<file path="src/rtl/load_store_ctrl_pkg.sv">
// ---------------------------------------------------------------------------
// load_store_ctrl_pkg
// Purpose : shared definitions for the load/store controller. Holds the RV32I
//           funct3 width codes, the controller state encoding and small helper
//           functions for legality, alignment, byte enables and store lanes.
// Ports   : none (package)
// ---------------------------------------------------------------------------
package load_store_ctrl_pkg;

  // RV32I load/store width codes
  localparam logic [2:0] F3_B  = 3'b000;
  localparam logic [2:0] F3_H  = 3'b001;
  localparam logic [2:0] F3_W  = 3'b010;
  localparam logic [2:0] F3_BU = 3'b100;
  localparam logic [2:0] F3_HU = 3'b101;

  // Controller state encoding
  localparam logic [1:0] ST_IDLE_ENC  = 2'd0;
  localparam logic [1:0] ST_ISSUE_ENC = 2'd1;
  localparam logic [1:0] ST_RESP_ENC  = 2'd2;

  typedef enum logic [1:0] {
    IDLE  = ST_IDLE_ENC,
    ISSUE = ST_ISSUE_ENC,
    RESP  = ST_RESP_ENC
  } lsu_state_e;

  localparam int unsigned MEM_TIMEOUT_DEFAULT = 16;

  // Unsigned widths exist only for loads; everything else outside the five
  // codes is illegal.
  function automatic logic f3Legal(input logic [2:0] f3, input logic isStore);
    case (f3)
      F3_B, F3_H, F3_W: f3Legal = 1'b1;
      F3_BU, F3_HU:     f3Legal = !isStore;
      default:          f3Legal = 1'b0;
    endcase
  endfunction

  // The low two funct3 bits give the access size: 00 byte, 01 half, 10 word.
  function automatic logic addrMisaligned(input logic [1:0] size, input logic [1:0] off);
    case (size)
      2'b01:   addrMisaligned = off[0];
      2'b10:   addrMisaligned = (off != 2'b00);
      default: addrMisaligned = 1'b0;
    endcase
  endfunction

  function automatic logic [3:0] byteEnable(input logic [1:0] size, input logic [1:0] off);
    case (size)
      2'b00:   byteEnable = 4'b0001 << off;
      2'b01:   byteEnable = 4'b0011 << off;
      default: byteEnable = 4'b1111;
    endcase
  endfunction

  // Replicating the low bytes across the word lets memory pick whichever lane
  // the byte enables select without a data shifter.
  function automatic logic [31:0] storeLanes(input logic [1:0] size, input logic [31:0] wdata);
    case (size)
      2'b00:   storeLanes = {4{wdata[7:0]}};
      2'b01:   storeLanes = {2{wdata[15:0]}};
      default: storeLanes = wdata;
    endcase
  endfunction

endpackage

</file>
<file path="src/rtl/load_store_ctrl_load_format.sv">
// ---------------------------------------------------------------------------
// lsu_load_format
// Purpose : combinational load formatter. Shifts the addressed lane of the
//           read word down to bit 0, then sign- or zero-extends it by width.
// Ports   : rdata_i  [31:0] raw word from memory
//           offset_i [1:0]  byte offset within the word
//           funct3_i [2:0]  load width/sign code
//           data_o   [31:0] extended load result
// ---------------------------------------------------------------------------
module lsu_load_format
  import load_store_ctrl_pkg::*;
(
  input  logic [31:0] rdata_i,
  input  logic [1:0]  offset_i,
  input  logic [2:0]  funct3_i,
  output logic [31:0] data_o
);

  logic [31:0] lane;

  // Word loads are always at offset 0, so the shifted word doubles as the
  // word result.
  always_comb begin
    lane   = rdata_i >> {offset_i, 3'b000};
    data_o = lane;
    case (funct3_i)
      F3_B:    data_o = {{24{lane[7]}}, lane[7:0]};
      F3_H:    data_o = {{16{lane[15]}}, lane[15:0]};
      F3_BU:   data_o = {24'b0, lane[7:0]};
      F3_HU:   data_o = {16'b0, lane[15:0]};
      default: data_o = lane;
    endcase
  end

endmodule

</file>
<file path="src/rtl/load_store_ctrl.sv">
// ---------------------------------------------------------------------------
// load_store_ctrl
// Purpose : sequences one RV32I load/store per request between the MEM stage
//           and a word-wide data memory using a req/ack handshake. Checks
//           width legality and alignment, drives word address, byte enables
//           and replicated store data, formats load data and reports
//           misaligned / fault status with a one-cycle response pulse.
// Ports   : clk_i, rst_i (sync, active-high)
//           req_*  : request in (valid/ready, is_store, funct3, addr, wdata)
//           resp_* : response out (valid pulse, rdata, misaligned, fault)
//           mem_*  : memory side (req, we, addr, be, wdata out; ack, rdata in)
// ---------------------------------------------------------------------------
module load_store_ctrl
  import load_store_ctrl_pkg::*;
#(
  parameter int unsigned MEM_TIMEOUT = MEM_TIMEOUT_DEFAULT
) (
  input  logic        clk_i,
  input  logic        rst_i,
  input  logic        req_valid_i,
  output logic        req_ready_o,
  input  logic        req_is_store_i,
  input  logic [2:0]  req_funct3_i,
  input  logic [31:0] req_addr_i,
  input  logic [31:0] req_wdata_i,
  output logic        resp_valid_o,
  output logic [31:0] resp_rdata_o,
  output logic        resp_misaligned_o,
  output logic        resp_fault_o,
  output logic        mem_req_o,
  output logic        mem_we_o,
  output logic [31:0] mem_addr_o,
  output logic [3:0]  mem_be_o,
  output logic [31:0] mem_wdata_o,
  input  logic        mem_ack_i,
  input  logic [31:0] mem_rdata_i
);

  localparam int unsigned CNT_W = (MEM_TIMEOUT > 1) ? $clog2(MEM_TIMEOUT) : 1;
  localparam logic [CNT_W-1:0] CNT_LAST = CNT_W'(MEM_TIMEOUT - 1);

  lsu_state_e       state_q, state_d;
  logic             isStore_q;
  logic [2:0]       funct3_q;
  logic [31:0]      addr_q;
  logic [31:0]      wdata_q;
  logic [31:0]      rdata_q;
  logic             misaligned_q;
  logic             fault_q;
  logic [CNT_W-1:0] timeoutCnt_q;

  logic             accept;
  logic             reqLegal;
  logic             reqMisaligned;
  logic             timeoutHit;
  logic [31:0]      loadData;

  assign accept        = (state_q == IDLE) && req_valid_i;
  assign reqLegal      = f3Legal(req_funct3_i, req_is_store_i);
  assign reqMisaligned = addrMisaligned(req_funct3_i[1:0], req_addr_i[1:0]);
  assign timeoutHit    = (timeoutCnt_q == CNT_LAST);

  lsu_load_format u_format (
    .rdata_i  (mem_rdata_i),
    .offset_i (addr_q[1:0]),
    .funct3_i (funct3_q),
    .data_o   (loadData)
  );

  // State register plus the latched request and result. An illegal code
  // reports as a fault only, so the misaligned flag is gated by legality to
  // keep the two status bits exclusive.
  always_ff @(posedge clk_i) begin
    if (rst_i) begin
      state_q      <= IDLE;
      isStore_q    <= 1'b0;
      funct3_q     <= 3'b000;
      addr_q       <= 32'b0;
      wdata_q      <= 32'b0;
      rdata_q      <= 32'b0;
      misaligned_q <= 1'b0;
      fault_q      <= 1'b0;
      timeoutCnt_q <= '0;
    end else begin
      state_q <= state_d;
      if (accept) begin
        isStore_q    <= req_is_store_i;
        funct3_q     <= req_funct3_i;
        addr_q       <= req_addr_i;
        wdata_q      <= req_wdata_i;
        rdata_q      <= 32'b0;
        misaligned_q <= reqLegal && reqMisaligned;
        fault_q      <= !reqLegal;
        timeoutCnt_q <= '0;
      end
      if (state_q == ISSUE) begin
        if (mem_ack_i) begin
          rdata_q <= isStore_q ? 32'b0 : loadData;
        end else if (timeoutHit) begin
          fault_q <= 1'b1;
        end else begin
          timeoutCnt_q <= timeoutCnt_q + CNT_W'(1);
        end
      end
    end
  end

  // Next state and outputs. Memory-side signals are only driven in ISSUE and
  // response signals only in RESP, so everything idles at zero.
  always_comb begin
    state_d           = state_q;
    req_ready_o       = 1'b0;
    resp_valid_o      = 1'b0;
    resp_rdata_o      = 32'b0;
    resp_misaligned_o = 1'b0;
    resp_fault_o      = 1'b0;
    mem_req_o         = 1'b0;
    mem_we_o          = 1'b0;
    mem_addr_o        = 32'b0;
    mem_be_o          = 4'b0;
    mem_wdata_o       = 32'b0;
    case (state_q)
      IDLE: begin
        req_ready_o = 1'b1;
        if (req_valid_i) begin
          state_d = (!reqLegal || reqMisaligned) ? RESP : ISSUE;
        end
      end
      ISSUE: begin
        mem_req_o   = 1'b1;
        mem_we_o    = isStore_q;
        mem_addr_o  = {addr_q[31:2], 2'b00};
        mem_be_o    = byteEnable(funct3_q[1:0], addr_q[1:0]);
        mem_wdata_o = isStore_q ? storeLanes(funct3_q[1:0], wdata_q) : 32'b0;
        // An ack in the last counted cycle still completes normally.
        if (mem_ack_i || timeoutHit) begin
          state_d = RESP;
        end
      end
      RESP: begin
        resp_valid_o      = 1'b1;
        resp_rdata_o      = rdata_q;
        resp_misaligned_o = misaligned_q;
        resp_fault_o      = fault_q;
        state_d           = IDLE;
      end
      default: state_d = IDLE;
    endcase
  end

endmodule

</file>
<file path="config.mk">
export PLATFORM = sky130hd
export DESIGN_NAME = load_store_ctrl
export DESIGN_NICKNAME = d
export VERILOG_FILES = /design/src/rtl/load_store_ctrl_pkg.sv /design/src/rtl/load_store_ctrl_load_format.sv /design/src/rtl/load_store_ctrl.sv
export SDC_FILE = /design/constraint.sdc
export NUM_CORES = 1
export LEC_CHECK = 0
export CORE_AREA = 2 2 113 115
export CTS_BUF_LIST = sky130_fd_sc_hd__clkbuf_8
export DETAILED_ROUTE_END_ITERATION = 8
export DIE_AREA = 0 0 115 117
export PLACE_DENSITY = 0.91
export SKIP_CTS_REPAIR_TIMING = 1
export SLEW_MARGIN = 20
export SYNTH_ARGS = -nofsm -noshare
export SYNTH_HDL_FRONTEND = slang
export SYNTH_SLANG_ARGS = --single-unit
</file>
<file path="constraint.sdc">
create_clock -name clk_i -period 2.6 [get_ports clk_i]
set_input_delay 0.39 -clock clk_i [delete_from_list [all_inputs] [get_ports clk_i]]
set_output_delay 0.39 -clock clk_i [all_outputs]
set_load 0.01 [all_outputs]
</file>
==> flow_summary.toml, run 1 <==
[clocking]
path_clk_slew_ns = 0.10
numCtsBuffers = 9
root_buffer = "clkbuf_8"
clockBufferDepth = 2
cts_tree = "done"
cts_max_level = 3
clkLatencyLatePin_ns = 0.37
cts.sinks = 108

[critical_path]
cp_slowest_stage_delay_ns = 0.58
path_cells = "or2b_4 > inv_2 > nand2_1 > buf_6 > nor2_1 > clkdlybuf4s50_1"
path_class = "reg -> out"
critPathArrivalTime_ns = 2.07
critical-path-top-delay-family = "buffers and inverters"
r2r_slack_ns = 0.57
slowest_stage = "clkdlybuf4s50_1"
end_kind = "output port"
crit_required_ns = 2.21
crit_buf_inv = 3
crit_fanout = 25
critPathLaunchType = "flop"

[finish]
multi_input_area_um2 = 2950
n_fill_cell = 1040
finish.net_count = 997
area_delta_synth_final_pct = 45.75
finish.instance_area_um2 = 7860
drive_gt1_share_pct = 7.271
regArea_um2 = 2162
diodes = 0

[grt]
grt_pass1_vias = 5274
grt.total_usage_pct = 24.62
grt_max_degree = 71
antenna_found_initial = 0
grt_overflow = 0
grt_pass1_wl_mm = 26.28

[drt]
dr.first_iter.drc_count = 517
wirelength_mm = 17.02
wl_per_cell_um = 16.30
drc = 0
first_pass_iters = 7
vias_per_cell = 5.478
vias = 5719
ant_nets = 0

[synthesis]
synth-seq-cells = 108
ys_top_cells_by_count = "176 x nand2_1, 108 x dfxtp_1, 92 x a21oi_1"
avgSynthCellArea_um2 = 7.649
yosys.area.top_type = "dfxtp_1"
ys_types = 51
syn_inst = 705
ys_async_sr_fraction_pct = 0
yosysSeqAreaShare_pct = 40.09
synth_warnings = 0
synth_edf_count = 0
synth_area_um2 = 5393
synth_area_leaders = "dfxtp_1 40%, nand2_1 12%, a21oi_1 8.5%"
netlist.area_leader.share_pct = 40.09
synthFlopType = "dfxtp_1"
post-synth-top-count-cell = "nand2_1"

[worst_hold_path]
min_path_type = "reg -> reg"

[power_and_ir_drop]
p_leak_uw = 0.003052
worst_ir_drop_vdd_v = 0.0002851
powerDensity_nw_per_um2 = 467.0

[placed_design]
post_dp_cell_area_um2 = 7612
gp_congestion = 0.8553
dpl.hpwl_mm = 12.55
io_buffers = 207

[timing]
layout_min_cycle_time_ns = 2.458
maxSlewViolCount = 0
fmax_ghz = 0.4069
worstMarginPinSlew_ns = 0.6264
setup_viol = 0
clock_skew_ns = 0.008263
fin_hold_ws_ns = 0.4550
hold_violations = 0
period_share_pct = 94.53
slew_headroom_pct = 58.02
rsz0062_at_grt = "false"

[die]
die_y_um = 117
io_pins = 210
row_count = 41
dieArea_um2 = 13460
start_util_pct = 43.80
die_x_um = 115
core_um2 = 12310

[flow_run]
cap_violations = 0

[status]
status = "completed"
==> registers in the layout, indices dropped and copies added, names as in the netlist <==
| register | flops |
|---|---|
| misaligned_q | 1 |
| timeoutCnt_q | 4 |
| funct3_q | 3 |
| fault_q | 1 |
| isStore_q | 1 |
| state_q | 2 |
| addr_q | 32 |
| wdata_q | 32 |
| rdata_q | 32 |
==> report_power, final <==
part | total [uW] | internal (uW) | switching, uW
sequential | 1800 | 1740 | 62.2
clock | 1150 | 570 | 579
combinational | 720 | 338 | 382
total | 3670 | 2650 | 1020
==> logic make-up (layout without fill, tap and decap cells) <==
logic type,after synthesis,after routing,synth area share (%)
flops,108,108,40.09
mux,26,26,5.104
xor+xnor,1,1,0.1624
fa+ha+maj,4,4,0.9281
other cells,1,2,0.06954
compound gates,164,164,20.07
buf+inv,74,262,5.522
simple gates,327,327,28.05
==> worst reg2reg max path, delay by kind of cell, from the launching register on <==
family / cells / cell delay (ns)
buffers and inverters: 1 / 0.22
and+or+nand+nor: 2 / 1.06
DFF: 1 / 0.45
AOI/OAI and AO/OA: 1 / 0.26
==> layout make-up <==
cell class	count	share of cell area [%]
inverter	15	0.7163
tap	150	2.388
sequential	108	27.51
multi-input combinational	524	37.54
timing repair buffer	231	29.00
clock inverter	6	1.098
clock buffer	10	1.751
==> stage by stage <==
step                util [%]  cells  total power (uW)  setup TNS [ns]  setup WS, ns
floorplan                  -    706              2218               0        0.6836
global placement       61.83   1028              2534               0        0.2562
detailed placement     61.83   1028              2555               0        0.2681
CTS                    63.65   1044              3686        -0.02749      -0.02749
global route           63.84   1044              3840               0       0.01492
finish                 63.84   1044              3670               0        0.1422
==> layout by cell type, fill, tap and decap left out, types with 8 or more instances in the layout <==
cell type          n
nor2b_1            8
nand2_1          176
clkdlybuf4s50_1  201
nor2_1            41
mux2i_1           23
and3_1             9
clkbuf_8          10
dfxtp_1          108
inv_1             14
and2_1            65
o21ai_0           13
a21oi_1           92
a221o_2           10
buf_4             21
==> layer usage <==
metal	share of wire (%)	up-vias	global-route usage (%)
met3	8.9	33	6.488
met1	41	2661	30.51
met4	2.7	0	10.20
li1	-	2743	-
met2	47	282	40.86
met5	0	-	0
==> path summary, 6_finish.rpt <==
path / end / cells past startpoint / startpoint
min: addr_q[25] / 2 / addr_q[25]
max: mem_wdata_o[30] / 6 / state_q[0]
min reg2reg: addr_q[25] / 2 / addr_q[25]
max reg2reg: rdata_q[20] / 4 / isStore_q
Power figures use the tool's default switching activity.
==> inputs of run 2 (changes only) <==
Settings changed: CAP_MARGIN set to 15.
==> results of run 2 <==
The final DEF is identical to that of run 1; final timing and power are the same.
